File: config.mk
export PLATFORM = sky130hd
export DESIGN_NAME = vc_dest_router
export DESIGN_NICKNAME = d
export VERILOG_FILES = /design/src/rtl/vc_dest_router_pkg.sv /design/src/rtl/vc_pop_arbiter.sv /design/src/rtl/vc_dest_router.sv
export SDC_FILE = /design/constraint.sdc
export NUM_CORES = 1
export LEC_CHECK = 0
export CAP_MARGIN = 40
export CORE_AREA = 2 2 51 53
export DETAILED_ROUTE_END_ITERATION = 8
export DIE_AREA = 0 0 53 55
export PLACE_DENSITY = 0.7
export SLEW_MARGIN = 20
export SYNTH_ARGS = -nofsm -noshare
export SYNTH_HDL_FRONTEND = slang
export SYNTH_SLANG_ARGS = --single-unit
File: constraint.sdc
create_clock -name clk -period 1.41 [get_ports clk]
set_clock_uncertainty 0.2 [all_clocks]
set_input_delay 0.2115 -clock clk [delete_from_list [all_inputs] [get_ports clk]]
set_output_delay 0.2115 -clock clk [all_outputs]
set_load 0.01 [all_outputs]
File: src/rtl/vc_dest_router_pkg.sv
// vc_dest_router_pkg: shared word layout and VC identifiers for the VC FIFO / router slice
package vc_dest_router_pkg;
  localparam int DEF_DATA_WIDTH = 6;
  localparam int DEF_DEST_BIT = 4;
  localparam int DEF_VC_CLASS_BIT = 5;
  localparam int DEF_CNT_WIDTH = 5;
  typedef enum logic {VC_ID_0 = 1'b0, VC_ID_1 = 1'b1} vc_id_e;
endpackage

File: src/rtl/vc_pop_arbiter.sv
// vc_pop_arbiter: strict-priority pop request for the VC0/VC1 FIFOs, stalled by either almost-full
module vc_pop_arbiter (
  input  logic reset,
  input  logic vc0_empty,
  input  logic vc1_empty,
  input  logic d0_full,
  input  logic d1_full,
  output logic pop_vc0,
  output logic pop_vc1
);
  logic go;
  assign go = !reset & !(d0_full | d1_full);
  assign pop_vc0 = go & !vc0_empty;
  assign pop_vc1 = go & vc0_empty & !vc1_empty;
endmodule

File: src/rtl/vc_dest_router.sv
// vc_dest_router: pops VC FIFOs, aligns read data one cycle later and pushes each word to D0/D1 by its dest bit
module vc_dest_router
  import vc_dest_router_pkg::*;
#(
  parameter int DATA_WIDTH = DEF_DATA_WIDTH,
  parameter int DEST_BIT = DEF_DEST_BIT,
  parameter int CNT_WIDTH = DEF_CNT_WIDTH
) (
  input  logic                  clk,
  input  logic                  reset,
  input  logic                  vc0_empty,
  input  logic                  vc1_empty,
  input  logic [DATA_WIDTH-1:0] vc0_data,
  input  logic [DATA_WIDTH-1:0] vc1_data,
  input  logic                  d0_full,
  input  logic                  d1_full,
  output logic                  pop_vc0,
  output logic                  pop_vc1,
  output logic                  push_d0,
  output logic                  push_d1,
  output logic [DATA_WIDTH-1:0] data_out,
  output logic [CNT_WIDTH-1:0]  cnt_d0,
  output logic [CNT_WIDTH-1:0]  cnt_d1,
  output logic                  idle
);
  logic valid1, valid2;
  vc_id_e sel1;
  vc_pop_arbiter u_arb (
    .reset(reset),
    .vc0_empty(vc0_empty),
    .vc1_empty(vc1_empty),
    .d0_full(d0_full),
    .d1_full(d1_full),
    .pop_vc0(pop_vc0),
    .pop_vc1(pop_vc1)
  );
  // Pushes are not gated by full: the almost-full margin absorbs the two words in flight.
  assign push_d0 = valid2 & !data_out[DEST_BIT];
  assign push_d1 = valid2 & data_out[DEST_BIT];
  assign idle = !valid1 & !valid2 & vc0_empty & vc1_empty;
  always_ff @(posedge clk or posedge reset) begin
    if (reset) begin
      valid1 <= 1'b0;
      sel1 <= VC_ID_0;
      valid2 <= 1'b0;
      data_out <= '0;
      cnt_d0 <= '0;
      cnt_d1 <= '0;
    end else begin
      valid1 <= pop_vc0 | pop_vc1;
      sel1 <= pop_vc1 ? VC_ID_1 : VC_ID_0;
      valid2 <= valid1;
      if (valid1) data_out <= (sel1 == VC_ID_1) ? vc1_data : vc0_data;
      cnt_d0 <= cnt_d0 + CNT_WIDTH'(push_d0);
      cnt_d1 <= cnt_d1 + CNT_WIDTH'(push_d1);
    end
  end
endmodule

==> results.sh <==
export IMPL_status="finished with violations"
export IMPL_violations="negative setup slack"
export IMPL_drt_iter0_drc=0
export IMPL_cp_top_family="flip-flops"
export IMPL_grtUsageTotal_pct=13.9
export IMPL_min_period_over_period_pct=106
export IMPL_hold_violations=0
export IMPL_ioPinCount=39
export IMPL_num_antenna_cells=0
export IMPL_crit_chain="buf_6 > nor2b_4 > buf_6"
export IMPL_final_nets=149
export IMPL_cts_buffer_depth=2
export IMPL_synth_seq_cells=19
export IMPL_wl_per_cell_um=11.8
export IMPL_max_stage_delay_ns=0.42
export IMPL_async_flop_share_pct=100
export IMPL_cts_num_sinks=19
export IMPL_rows=18
export IMPL_instances_no_fill=156
export IMPL_clock_latency_ns=0.28
export IMPL_routed_via_count=682
export IMPL_synth_ff_type="dfrtp_1"
export IMPL_rsz0062_at_grt="yes"
export IMPL_grt_max_degree=20
export IMPL_crit_path_end_kind="output pin"
export IMPL_antenna_found_initial=0
export IMPL_yosysMostFrequentCell="dfrtp_1"
export IMPL_drv_slew=0
export IMPL_synth_area_leader_cell="dfrtp_1"
export IMPL_core_mm2=0.00236
export IMPL_h_tree_depth=1
export IMPL_fmax_mhz=669
export IMPL_post_route_min_period_ns=1.49
export IMPL_worstPathRequired_ns=1.00
export IMPL_dieArea_mm2=0.00292
export IMPL_p_total_mw=1.71
export IMPL_crit_path_top_delay_cell="dfrtp_1"
export IMPL_ys_seq_area_share_pct=61.1
export IMPL_placed_cell_area_mm2=0.00132
export IMPL_tns_ns=-0.495
export IMPL_synth_edff_count=0
export IMPL_grt_pass1_wl_um=2900
export IMPL_slew_headroom_pct=77.6
export IMPL_drive_gt1_share_pct=39.7
export IMPL_hpwlAfterDp_um=1380
export IMPL_design_area_mm2=0.00151
export IMPL_p_per_area_mw_per_mm2=1140
export IMPL_grt_ovfl_total=0
export IMPL_syn_inst=62
export IMPL_drv_cap=0
export IMPL_syn_to_final_growth_pct=93.6
export IMPL_fin_ws_ns=-0.0839
export IMPL_ant_nets=0
export IMPL_crit_arrival_ns=1.08
export IMPL_placed_cells=139
export IMPL_wirelength_um=1840
export IMPL_synth_area_um2=778
export IMPL_cts_tree="built"
export IMPL_grt_pass1_vias=668
export IMPL_final_setup_viol_count=8
export IMPL_firstDrtPassIters=1
export IMPL_die_y_um=55
export IMPL_synth_area_leaders="dfrtp_1 61%, mux2i_1 7.7%, ha_1 6.4%, a21oi_1 4.5%, xnor2_1 4.5%"
export IMPL_worst_pin_slew_ns=0.336
export IMPL_fillers=213
export IMPL_cts_root_buf="clkbuf_4"
export IMPL_drc=0
export IMPL_start_kind="flip-flop"
export IMPL_peakVddDrop_v=0.000589
export IMPL_synth_cell_types=16
export IMPL_yosysTopAreaCellShare_pct=61.1
export IMPL_syn_num_nets=84
export IMPL_multiInputGateArea_um2=412
export IMPL_die_w_um=53
export IMPL_cts_buffers=3
export IMPL_criticalPathCategory="flip-flop to output pin"
export IMPL_leakagePower_nw=0.709
export IMPL_viasPerCell=4.37
export IMPL_start_util_pct=32.9
export IMPL_crit_path_max_fanout=3
export IMPL_regArea_um2=475
export IMPL_path_buf_inv=2
export IMPL_worst_setup_hold_path_clk_slew_ns=0.10
export IMPL_ys_top_cells_by_count="19 x dfrtp_1, 7 x a21oi_1, 7 x nor2_1"
export IMPL_hold_class="input port to flip-flop"
export IMPL_ys_warn_count=0
export IMPL_globalplace_congestion=0.633
export IMPL_crit_top_cell="buf_6"
export IMPL_portBuffers=38
export IMPL_avgSynthCellArea_um2=12.6
[state kept, by name (all words and copies together), names as in the netlist]
signal / count
valid1: 1
cnt_d0: 5
data_out: 6
valid2: 1
sel1: 1
cnt_d1: 5
[per-stage QoR]
step,hold slack [ns],setup WS [ns],utilization [%]
2_1_floorplan,-0.0374,-0.0768,-
3_3_place_gp,0.252,-0.748,55.8
3_5_place_dp,0.262,-0.803,55.8
4_1_cts,-0.000226,-0.132,58.9
5_1_grt,0.0861,-0.155,63.7
6_report,0.0954,-0.0839,63.7
[worst reg2reg max path, cell delays in order (launching register included)]
cell,delay [ns]
dfrtp_1,0.42
buf_6,0.13
nor2b_4,0.14
ha_4,0.17
ha_4,0.14
nand3_2,0.06
xnor2_1,0.12
[layout by cell type (no fill, tap or decap)]
cell type / Yosys / final
clkbuf_2: 0 / 1
buf_2: 2 / 4
dlygate4sd3_1: 0 / 1
clkbuf_4: 0 / 3
clkdlybuf4s50_1: 0 / 12
or3_4: 1 / 1
and2_4: 0 / 1
nor2b_4: 0 / 1
xnor2_1: 4 / 2
nand3_4: 0 / 1
xnor2_2: 0 / 2
nor3_4: 0 / 1
inv_1: 1 / 1
nand3_2: 0 / 2
mux2i_1: 6 / 6
nand3_1: 4 / 1
nor2_4: 0 / 1
xor2_1: 2 / 2
clkbuf_1: 0 / 1
buf_4: 0 / 18
dlygate4sd2_1: 0 / 8
buf_6: 0 / 9
dfrtp_1: 19 / 19
clkdlybuf4s15_1: 0 / 9
nor2_1: 7 / 6
nor3b_4: 0 / 1
a21oi_1: 7 / 7
nand2_1: 1 / 1
ha_4: 0 / 4
[timing repair]
action                                 4_1_cts  5_1_grt
resized for setup                           62       19
gates cloned                                 0        0
pin swaps                                   12        6
hold buffers                                 1        0
setup endpoints to repair                   24       23
setup buffers                                5        7
endpoints found under the hold margin       20        0
[final timing paths]
path	from	to	slack, ns	cells past startpoint
max reg2reg	data_out[4]$_DFFE_PP0P_	cnt_d0[4]$_DFF_PP0_	-0.07	6
min	d0_full	valid1$_DFF_PP0_	0.1	4
min in group asynchronous	reset	valid1$_DFF_PP0_	0.27	4
min reg2reg	cnt_d1[4]$_DFF_PP0_	cnt_d1[4]$_DFF_PP0_	0.29	1
max in group asynchronous	reset	cnt_d1[3]$_DFF_PP0_	0.54	4
max	data_out[4]$_DFFE_PP0P_	push_d0	-0.08	3
[power breakdown]
group	leakage [nW]	total, mW	switching [mW]	internal, mW
combinational	0.458	0.723	0.302	0.421
clock	0.0150	0.257	0.148	0.110
sequential	0.236	0.733	0.0667	0.666
[cell families after synthesis]
family | count (synthesis) | share of synthesized area, %
compound gates | 7 | 4.50
simple gates | 17 | 11.7
fa+ha+maj | 4 | 6.43
buf+inv | 3 | 1.77
mux | 6 | 7.72
xor+xnor | 6 | 6.75
flops | 19 | 61.1
[final cells by class]
class	count	area share (%)
repair buffers	62	36.6
well taps	30	2.49
flip-flops and latches	19	31.6
clock buffers	4	1.74
multi-input cells	40	27.3
inverters	1	0.249
[layer usage]
metal	global-route usage, %	wire length [um]	vias to the layer above
met5	0	0	-
met4	3.85	0	0
met3	4.03	155	0
met2	25.4	936	31
met1	16.0	750	314
li1	-	-	337
(Power assumes the default switching activity.)
